**src/rtl/lbist_pkg.sv**
```systemverilog
// lbist_pkg -- shared definitions for the logic-BIST controller.
//   state_t        : controller FSM states
//   LFSR_W_DEF     : default PRPG/MISR width
//   *_POLY_DEF     : default Galois feedback masks
//   PRPG_SEED_DEF  : default PRPG start value
package lbist_pkg;

  localparam int          LFSR_W_DEF    = 16;
  localparam logic [15:0] PRPG_POLY_DEF = 16'hB400;
  localparam logic [15:0] PRPG_SEED_DEF = 16'hACE1;
  localparam logic [15:0] MISR_POLY_DEF = 16'hB400;

  typedef enum logic [2:0] {
    IDLE,
    LOAD,
    CAPTURE,
    UNLOAD,
    FIN
  } state_t;

endpackage

```
**src/rtl/lbist_ctrl_if.sv**
```systemverilog
// lbist_ctrl_if -- control and scan-chain signals of the BIST controller.
//   START/NUM_PAT/ABORT : run control from the host
//   SO                  : tail of the scan chain
//   SSEL/SDIN           : scan-select and chain head data
//   SIG/BUSY/DONE       : run status and final signature
// master = host/chain side, slave = controller side.
interface lbist_ctrl_if
  import lbist_pkg::*;
#(
  parameter int LFSR_W = LFSR_W_DEF
);

  logic              START;
  logic [15:0]       NUM_PAT;
  logic              ABORT;
  logic              SO;
  logic              SSEL;
  logic              SDIN;
  logic [LFSR_W-1:0] SIG;
  logic              BUSY;
  logic              DONE;

  modport master (
    output START, NUM_PAT, ABORT, SO,
    input  SSEL, SDIN, SIG, BUSY, DONE
  );

  modport slave (
    input  START, NUM_PAT, ABORT, SO,
    output SSEL, SDIN, SIG, BUSY, DONE
  );

endinterface

```
**src/rtl/lbist_lfsr.sv**
```systemverilog
// lbist_lfsr -- Galois LFSR step register, used both as PRPG and as MISR.
//   clk  : clock
//   srst : synchronous active-high reset, loads SEED
//   init : loads SEED (start of a run)
//   en   : advance one step
//   sin  : serial input XORed into bit 0 (tie 0 for a plain generator)
//   q    : current register value
module lbist_lfsr #(
  parameter int           W    = 16,
  parameter logic [W-1:0] POLY = '0,
  parameter logic [W-1:0] SEED = '0
) (
  input  logic         clk,
  input  logic         srst,
  input  logic         init,
  input  logic         en,
  input  logic         sin,
  output logic [W-1:0] q
);

  logic [W-1:0] q_reg;
  logic [W-1:0] q_next;

  always_comb begin
    q_next = {q_reg[W-2:0], 1'b0} ^ (q_reg[W-1] ? POLY : '0) ^ {{(W-1){1'b0}}, sin};
  end

  always_ff @(posedge clk) begin
    if (srst || init) begin
      q_reg <= SEED;
    end else if (en) begin
      q_reg <= q_next;
    end
  end

  assign q = q_reg;

endmodule

```
**src/rtl/lbist_ctrl.sv**
```systemverilog
// lbist_ctrl -- logic-BIST controller for one scan chain.
// Loads pseudo-random patterns from a PRPG into the chain, pulses one
// functional capture cycle per pattern, and compacts the shifted-out
// responses into a MISR whose final value is published on SIG.
//   CLK : clock
//   RST : synchronous active-high reset
//   bus : lbist_ctrl_if.slave (START, NUM_PAT, ABORT, SO in;
//         SSEL, SDIN, SIG, BUSY, DONE out)
module lbist_ctrl
  import lbist_pkg::*;
#(
  parameter int                CHAIN_LEN = 534,
  parameter int                LFSR_W    = LFSR_W_DEF,
  parameter logic [LFSR_W-1:0] PRPG_POLY = LFSR_W'(PRPG_POLY_DEF),
  parameter logic [LFSR_W-1:0] PRPG_SEED = LFSR_W'(PRPG_SEED_DEF),
  parameter logic [LFSR_W-1:0] MISR_POLY = LFSR_W'(MISR_POLY_DEF)
) (
  input logic        CLK,
  input logic        RST,
  lbist_ctrl_if.slave bus
);

  localparam int            CW       = $clog2(CHAIN_LEN + 1);
  localparam logic [CW-1:0] BIT_LAST = CW'(CHAIN_LEN - 1);

  state_t            state_reg;
  logic [CW-1:0]     bit_cnt_reg;
  logic [15:0]       pat_cnt_reg;
  logic [15:0]       num_pat_reg;
  logic [15:0]       pat_inc;
  logic              first_reg;
  logic [LFSR_W-1:0] sig_reg;
  logic [LFSR_W-1:0] prpg;
  logic [LFSR_W-1:0] misr;
  logic              start_ok;
  logic              prpg_en;
  logic              misr_en;
  logic              prpg_unused;

  assign start_ok = (state_reg == IDLE) && bus.START;
  assign pat_inc  = pat_cnt_reg + 16'd1;
  assign prpg_en  = (state_reg == LOAD);
  // The first load shifts out undefined chain contents, so it is not compacted.
  assign misr_en  = (state_reg == UNLOAD) || ((state_reg == LOAD) && !first_reg);

  // Only the PRPG MSB leaves the block; the rest just feeds back.
  assign prpg_unused = ^prpg[LFSR_W-2:0];

  lbist_lfsr #(
    .W   (LFSR_W),
    .POLY(PRPG_POLY),
    .SEED(PRPG_SEED)
  ) u_prpg (
    .clk (CLK),
    .srst(RST),
    .init(start_ok),
    .en  (prpg_en),
    .sin (1'b0),
    .q   (prpg)
  );

  lbist_lfsr #(
    .W   (LFSR_W),
    .POLY(MISR_POLY),
    .SEED('0)
  ) u_misr (
    .clk (CLK),
    .srst(RST),
    .init(start_ok),
    .en  (misr_en),
    .sin (bus.SO),
    .q   (misr)
  );

  always_ff @(posedge CLK) begin
    if (RST) begin
      state_reg   <= IDLE;
      bit_cnt_reg <= '0;
      pat_cnt_reg <= '0;
      num_pat_reg <= '0;
      first_reg   <= 1'b0;
      sig_reg     <= '0;
    end else if ((state_reg != IDLE) && bus.ABORT) begin
      state_reg   <= IDLE;
      bit_cnt_reg <= '0;
      pat_cnt_reg <= '0;
    end else begin
      case (state_reg)
        IDLE: begin
          if (bus.START) begin
            num_pat_reg <= bus.NUM_PAT;
            bit_cnt_reg <= '0;
            pat_cnt_reg <= '0;
            first_reg   <= 1'b1;
            state_reg   <= (bus.NUM_PAT == 16'd0) ? FIN : LOAD;
          end
        end
        LOAD: begin
          if (bit_cnt_reg == BIT_LAST) begin
            bit_cnt_reg <= '0;
            state_reg   <= CAPTURE;
          end else begin
            bit_cnt_reg <= bit_cnt_reg + 1'b1;
          end
        end
        CAPTURE: begin
          pat_cnt_reg <= pat_inc;
          if (pat_inc == num_pat_reg) begin
            state_reg <= UNLOAD;
          end else begin
            first_reg <= 1'b0;
            state_reg <= LOAD;
          end
        end
        UNLOAD: begin
          if (bit_cnt_reg == BIT_LAST) begin
            bit_cnt_reg <= '0;
            state_reg   <= FIN;
          end else begin
            bit_cnt_reg <= bit_cnt_reg + 1'b1;
          end
        end
        FIN: begin
          sig_reg   <= misr;
          state_reg <= IDLE;
        end
        default: state_reg <= IDLE;
      endcase
    end
  end

  // All outputs decode from registered state; SIG shows the MISR during FIN
  // and the latched copy afterwards.
  assign bus.SSEL = (state_reg == LOAD) || (state_reg == UNLOAD);
  assign bus.SDIN = (state_reg == LOAD) && prpg[LFSR_W-1];
  assign bus.BUSY = (state_reg == LOAD) || (state_reg == CAPTURE) || (state_reg == UNLOAD);
  assign bus.DONE = (state_reg == FIN);
  assign bus.SIG  = (state_reg == FIN) ? misr : sig_reg;

endmodule

```
**src/flat_wrapper.sv**
```systemverilog
// flat-port wrapper written by rule: the top's interface ports become plain ports
module lbist_ctrl_flat import lbist_pkg::*;
#(
  parameter int                CHAIN_LEN = 534,
  parameter int                LFSR_W    = LFSR_W_DEF,
  parameter logic [LFSR_W-1:0] PRPG_POLY = LFSR_W'(PRPG_POLY_DEF),
  parameter logic [LFSR_W-1:0] PRPG_SEED = LFSR_W'(PRPG_SEED_DEF),
  parameter logic [LFSR_W-1:0] MISR_POLY = LFSR_W'(MISR_POLY_DEF)
)
  (CLK, RST, bus_START, bus_NUM_PAT, bus_ABORT, bus_SO, bus_SSEL, bus_SDIN, bus_SIG, bus_BUSY, bus_DONE);
  lbist_ctrl_if #(.LFSR_W(LFSR_W)) bus_i ();
  input logic CLK;
  input logic RST;
  input wire logic [$bits(bus_i.START)-1:0] bus_START;
  input wire logic [$bits(bus_i.NUM_PAT)-1:0] bus_NUM_PAT;
  input wire logic [$bits(bus_i.ABORT)-1:0] bus_ABORT;
  input wire logic [$bits(bus_i.SO)-1:0] bus_SO;
  output wire logic [$bits(bus_i.SSEL)-1:0] bus_SSEL;
  output wire logic [$bits(bus_i.SDIN)-1:0] bus_SDIN;
  output wire logic [$bits(bus_i.SIG)-1:0] bus_SIG;
  output wire logic [$bits(bus_i.BUSY)-1:0] bus_BUSY;
  output wire logic [$bits(bus_i.DONE)-1:0] bus_DONE;
  assign bus_i.START = bus_START;
  assign bus_i.NUM_PAT = bus_NUM_PAT;
  assign bus_i.ABORT = bus_ABORT;
  assign bus_i.SO = bus_SO;
  assign bus_SSEL = bus_i.SSEL;
  assign bus_SDIN = bus_i.SDIN;
  assign bus_SIG = bus_i.SIG;
  assign bus_BUSY = bus_i.BUSY;
  assign bus_DONE = bus_i.DONE;
  lbist_ctrl #(.CHAIN_LEN(CHAIN_LEN), .LFSR_W(LFSR_W), .PRPG_POLY(PRPG_POLY), .PRPG_SEED(PRPG_SEED), .MISR_POLY(MISR_POLY)) u_core (.CLK(CLK), .RST(RST), .bus(bus_i));
endmodule
```
**config.mk**
```make
export PLATFORM = sky130hd
export DESIGN_NAME = lbist_ctrl_flat
export DESIGN_NICKNAME = d
export VERILOG_FILES = /design/src/rtl/lbist_pkg.sv /design/src/rtl/lbist_ctrl_if.sv /design/src/rtl/lbist_lfsr.sv /design/src/rtl/lbist_ctrl.sv /design/src/flat_wrapper.sv
export SDC_FILE = /design/constraint.sdc
export NUM_CORES = 1
export LEC_CHECK = 0
export ABC_AREA = 1
export ABC_CLOCK_PERIOD_IN_PS = 2780
export CAP_MARGIN = 20
export CELL_PAD_IN_SITES_DETAIL_PLACEMENT = 0
export CELL_PAD_IN_SITES_GLOBAL_PLACEMENT = 1
export CORE_UTILIZATION = 45
export DETAILED_ROUTE_END_ITERATION = 8
export PLACE_DENSITY = 0.85
export SLEW_MARGIN = 20
export SYNTH_ARGS = -nofsm -noshare
export SYNTH_HDL_FRONTEND = slang
export SYNTH_HIERARCHICAL = 1
export SYNTH_SLANG_ARGS = --single-unit
```
**constraint.sdc**
```tcl
create_clock -name CLK -period 2.78 [get_ports CLK]
set_input_delay 0.556 -clock CLK [delete_from_list [all_inputs] [get_ports CLK]]
set_output_delay 0.556 -clock CLK [all_outputs]
set_load 0.02 [all_outputs]
```
==> impl_metrics.ini, run 1 <==
[drt]
dr.pass1.iters = 4
vias = 4381
wl_per_cell_um = 12.73
initialDrtViolationCount = 199
antenna_left = 0
drc_errors = 0
routed_wl_um = 10990
routed_via_density = 5.076

[worst_setup_path]
required_ns = 2.22
cp_max_fo = 33
critPathLaunch = u_core/state_reg[1]
r2r-end = u_core/first_reg
crit_chain = inv_2, nand2_1, nor2_2, buf_6, nand2_1, o21ai_0, clkdlybuf4s50_1
crit_path_top_delay_cell = clkdlybuf4s50_1
endpoint_kind = primary output
start_kind = flip-flop
crit_type = reg -> out
r2r-start = u_core/pat_cnt_reg[0]
path_common_cell = nand2_1
slowest_delay_ns = 0.65
ff2ff_path_depth = 12
r2r_slack_ns = 0.68
crit_arrival_ns = 2.10

[clock_network]
cts-resized-gates = 1
cts.sinks = 94
clock_latency_ns = 0.37
htree_levels = 3
cts_buffers = 9
clkSlewWorstSetupHoldPaths_ns = 0.09
clockBufferDepth = 2
cts_setup_buffers = 0
cts_tree = built
cts_hold_buf = 0
cts_root_buffer = clkbuf_8

[worst_hold_path]
hp-start = u_core/sig_reg[5]
min_to = u_core/sig_reg[5]
hold_path_class = reg -> reg
whs_path_depth = 2

[global_routing]
globalRouteTotalUtil = 0.2098
grt_max_degree = 34
grt_pass1_wl_um = 18900
grt_overflow_total = 0
antenna_found_initial = 0
grt_pass1_vias = 4174

[flow_run]
cap_violations = 0

[placed_design]
place_inst = 847
dpl.hpwl_um = 7887
portBuffers = 40
routabilityCongestion = 0.8646

[yosys]
synth_nets = 721
avgSynthCellArea_um2 = 6.918
synth_warnings = 6
syn_inst = 697
syn_area_um2 = 4822

[sta]
clock.fmax_mhz = 376.5
finClkSkew_ns = 0.01397
hold_violations = 0
setup_violations = 0
period_needed_ns = 2.656
rsz0062_at_grt = no
worst_pin_slew_ns = 0.5608
timing.final.crit_share = 0.9554
setup_tns_ns = 0
report.final.slew_viol_count = 0
slew_headroom = 0.6250

[floorplan]
die_x_um = 105.5
io_pins = 41
fp.dieH_um = 105.5
die_area_um2 = 11130
core_area_um2 = 10370
start_util = 0.4650
rows = 37

[finish]
finalNetCount = 746
final_cells = 863
drive_gt1_frac = 0.09766
fin_util = 0.5249
syn2layout_area_growth_pct = 12.87
antenna_cells = 0

[power_and_ir_drop]
worst_ir_drop_vdd_v = 0.0003637
powerDensity_nw_per_um2 = 753.5
total_power_mw = 4.101
p_leak_nw = 2.145

[run_status]
status = completed
per-layer routing:
| layer | global-route usage | part of all wire | vias up |
|---|---|---|---|
| met1 | 0.2614 | 0.47 | 2003 |
| met5 | 0 | 0 | - |
| li1 | - | - | 2294 |
| met3 | 0.03463 | 0.032 | 17 |
| met4 | 0.08333 | 0.021 | 0 |
| met2 | 0.3609 | 0.48 | 67 |
worst max-delay path by stage:
stage | to | slack (ns) | cells past startpoint
6_report | bus_SIG[3] | 0.12 | 7
3_3_place_gp | bus_SIG[15] | 0.47 | 6
3_5_place_dp | bus_SIG[10] | 0.43 | 6
2_1_floorplan | bus_SDIN | 0.90 | 5
5_1_grt | bus_SIG[3] | 0.01 | 7
4_1_cts | bus_SIG[4] | 0.01 | 6
report_power, final:
group          switching [mW]  total [mW]  internal, mW
combinational           0.997        1.54         0.538
sequential              0.110        1.66          1.55
clock                   0.493       0.902         0.409
final cells by class:
cell class                      instances  area [um2]
Tap cell                              136       170.2
Clock buffer                            9       123.9
Multi-Input combinational cell        484        2376
Fill cell                            1033        4927
Clock inverter                          7       65.06
Timing Repair Buffer                   50       503.0
Sequential cell                        94        1883
Inverter                               83       321.6
through the flow:
step                      worst slack (ns)  hold slack [ns]  cell area, um2
after floorplan                     0.9046           0.4285            4822
after global placement              0.4679           0.4378            5225
after detailed placement            0.4278           0.4450            5225
after CTS                          0.01199           0.4604            5413
after global routing               0.01273           0.4782            5443
final                               0.1239           0.4567            5443
critical path: cells and delay by family, from the launching register on:
kind | cells | cell delay (ns)
buffers and inverters | 3 | 0.97
flip-flops | 1 | 0.36
AND/OR/NAND/NOR | 3 | 0.28
AO/OA/AOI/OAI | 1 | 0.11
cell usage in the layout, fill, tap and decap left out, types with 6 or more instances in the layout:
cell type,instances
dlymetal6s2s_1,10
a21oi_1,50
nor3_1,6
inv_2,6
inv_1,75
nand3_1,55
nand4_1,8
clkbuf_8,9
nor2_2,11
o21ai_0,34
clkdlybuf4s50_1,29
a21oi_2,13
nand2_1,192
buf_4,9
nor2_1,56
dfxtp_1,93
a211oi_1,18
Note: power is estimated with default switching activity, not from simulation.
==> run 2: changes to the inputs <==
--- a/config.mk
+++ b/config.mk
@@ -10,6 +10,7 @@
 export CAP_MARGIN = 20
 export CELL_PAD_IN_SITES_DETAIL_PLACEMENT = 0
 export CELL_PAD_IN_SITES_GLOBAL_PLACEMENT = 1
+export CORE_MARGIN = 2
 export CORE_UTILIZATION = 45
 export DETAILED_ROUTE_END_ITERATION = 8
 export PLACE_DENSITY = 0.85
==> run 2 against run 1 <==
Clock skew down 0.0054 ns. Fmax is 1.3% higher. Register-to-register slack is essentially flat. Routed wire length hardly changed. Sequential power is essentially flat. Cell area grew 0.67%. Largest cell class unchanged. First-iteration DRC count up 15%. Non-clock buffer count decreased by 1. Total power up 3.2%. Sequential share of layout area fell by 0.23 points. Via count down 1.2%. Utilization is 0.35 points higher. Highest routed layer unchanged.
==> impl_metrics.ini, run 2 (synthesis gave the netlist of run 1 again) <==
[power_and_ir_drop]
worst_ir_drop_vdd_v = 0.0005285
p_sw_mw = 1.606
seqPwrFrac = 0.394
clkPwrFrac = 0.246
comb_power_share = 0.360
p_leak_nw = 2.176
swShare = 0.3795
total_power_mw = 4.231
p_int_mw = 2.625
powerDensity_nw_per_um2 = 772.2

[sta]
report.final.slew_viol_count = 0
setup_tns_ns = 0
fin_ws_ns = 0.1592
worst_pin_slew_ns = 0.5556
slew_headroom = 0.6284
period_needed_ns = 2.621
finClkSkew_ns = 0.008606
setup_violations = 0
clock.fmax_mhz = 381.6
timing.final.crit_share = 0.9427
hold_violations = 0

[floorplan]
die_x_um = 107.5
fp.dieH_um = 107.5
rows = 37
io_pins = 41
core_area_um2 = 10370
start_util = 0.4650
die_area_um2 = 11560

[worst_setup_path]
slowest_delay_ns = 0.64
worst-path-buf-inv = 3
crit_chain = inv_2, nand2_1, nor2_2, buf_6, nand2_1, o21ai_0, clkdlybuf4s50_1
crit_path_top_delay_cell = clkdlybuf4s50_1
endpoint_kind = primary output
path_common_cell = nand2_1
start_kind = flip-flop
r2r-start = u_core/pat_cnt_reg[0]
r2r-end = u_core/first_reg
required_ns = 2.22
critPathTopFamily = buffers and inverters
ff2ff_path_depth = 12
r2r_slack_ns = 0.68
crit_arrival_ns = 2.06
crit_type = reg -> out
cp_max_fo = 33

[worst_hold_path]
min_to = u_core/sig_reg[13]
hold_path_class = reg -> reg
hp-start = u_core/sig_reg[13]
whs_path_depth = 2

[flow_run]
cap_violations = 0

[finish]
final_cells = 862
num-fill-cells = 1043
mostFrequentLayoutCell = nand2_1
final_area_um2 = 5479
final_cell_mix = 192 x nand2_1, 93 x dfxtp_1, 75 x inv_1
seqCellArea_um2 = 1883
antenna_cells = 0
multi_input_area_um2 = 2376
finalNetCount = 745
drive_gt1_frac = 0.09642
syn2layout_area_growth_pct = 13.62

[clock_network]
cts_buffers = 9
clkSlewWorstSetupHoldPaths_ns = 0.10
htree_levels = 3
cts.sinks = 94
clockBufferDepth = 2
cts_tree = built
clock_latency_ns = 0.36
cts_hold_buf = 0
cts_root_buffer = clkbuf_8

[global_routing]
grt_overflow_total = 0
grt_max_degree = 34
grt_pass1_wl_um = 19180
antenna_found_initial = 0
grt_pass1_vias = 4164
globalRouteTotalUtil = 0.2070

[placed_design]
dpl.hpwl_um = 7814
pre_cts_ws_ns = 0.4391
place_area_um2 = 5218
routabilityCongestion = 0.8254
place_inst = 846
portBuffers = 40

[drt]
drc_errors = 0
initialDrtViolationCount = 229
antenna_left = 0
vias = 4330
dr.pass1.iters = 4
routed_via_density = 5.023
wl_per_cell_um = 12.74
routed_wl_um = 10980

[run_status]
status = completed
run 2: through the flow:
step,util,hold slack (ns)
floorplan,-,0.4285
global placement,0.5031,0.4381
detailed placement,0.5031,0.4454
CTS,0.5252,0.4612
global route,0.5284,0.4832
finish,0.5284,0.4593
run 2: power groups by stage:
| stage | Combinational, mW | Clock, mW | Sequential, mW |
|---|---|---|---|
| 6_report | 1.53 | 1.04 | 1.67 |
| 5_1_grt | 1.74 | 1.13 | 1.69 |
| 4_1_cts | 1.55 | 1.07 | 1.66 |
| 3_5_place_dp | 1.54 | 0 | 1.69 |
| 3_3_place_gp | 1.53 | 0 | 1.69 |
| 2_1_floorplan | 1.18 | 0 | 1.67 |
run 2: worst max-delay path by stage:
stage | from | endpoint | slack, ns | cells after the start
2_1_floorplan | u_core/state_reg[2] | bus_SDIN | 0.90 | 5
3_3_place_gp | RST | u_core/pat_cnt_reg[14] | 0.51 | 5
3_5_place_dp | u_core/state_reg[2] | bus_SIG[11] | 0.44 | 6
4_1_cts | u_core/state_reg[2] | bus_SIG[11] | 0.002 | 6
5_1_grt | u_core/state_reg[1] | bus_SIG[15] | -0.02 | 7
6_report | u_core/state_reg[1] | bus_SIG[12] | 0.16 | 7
run 2: worst reg2reg max path, cell delays in order (launching register included):
cell and delay, ns:
dfxtp_1 0.45, ha_1 0.25, nand3_1 0.17, nor2_2 0.21, nand2_1 0.09, nand2_1 0.11
nor2_1 0.05, nor2_1 0.10, nand2_1 0.06, nor2_1 0.15, nand3_2 0.16, a21oi_1 0.15
nor2_1 0.06
run 2: metal layers:
| metal | vias up | track usage | part of all wire |
|---|---|---|---|
| met2 | 69 | 0.3571 | 0.49 |
| met4 | 0 | 0.06410 | 0.015 |
| met5 | - | 0 | 0 |
| met1 | 1961 | 0.2609 | 0.47 |
| met3 | 14 | 0.03874 | 0.031 |
| li1 | 2286 | - | - |
run 2: layout make-up:
cell class	count	share of cell area
Clock buffer	10	0.02512
Timing Repair Buffer	49	0.09112
Clock inverter	6	0.01667
Multi-Input combinational cell	484	0.4337
Sequential cell	94	0.3437
Tap cell	136	0.03106
Inverter	83	0.05869
run 2: timing repair:
item                       CTS  global route
buffers inserted             0             0
gates resized for setup      0            13
setup endpoints to repair    0            16
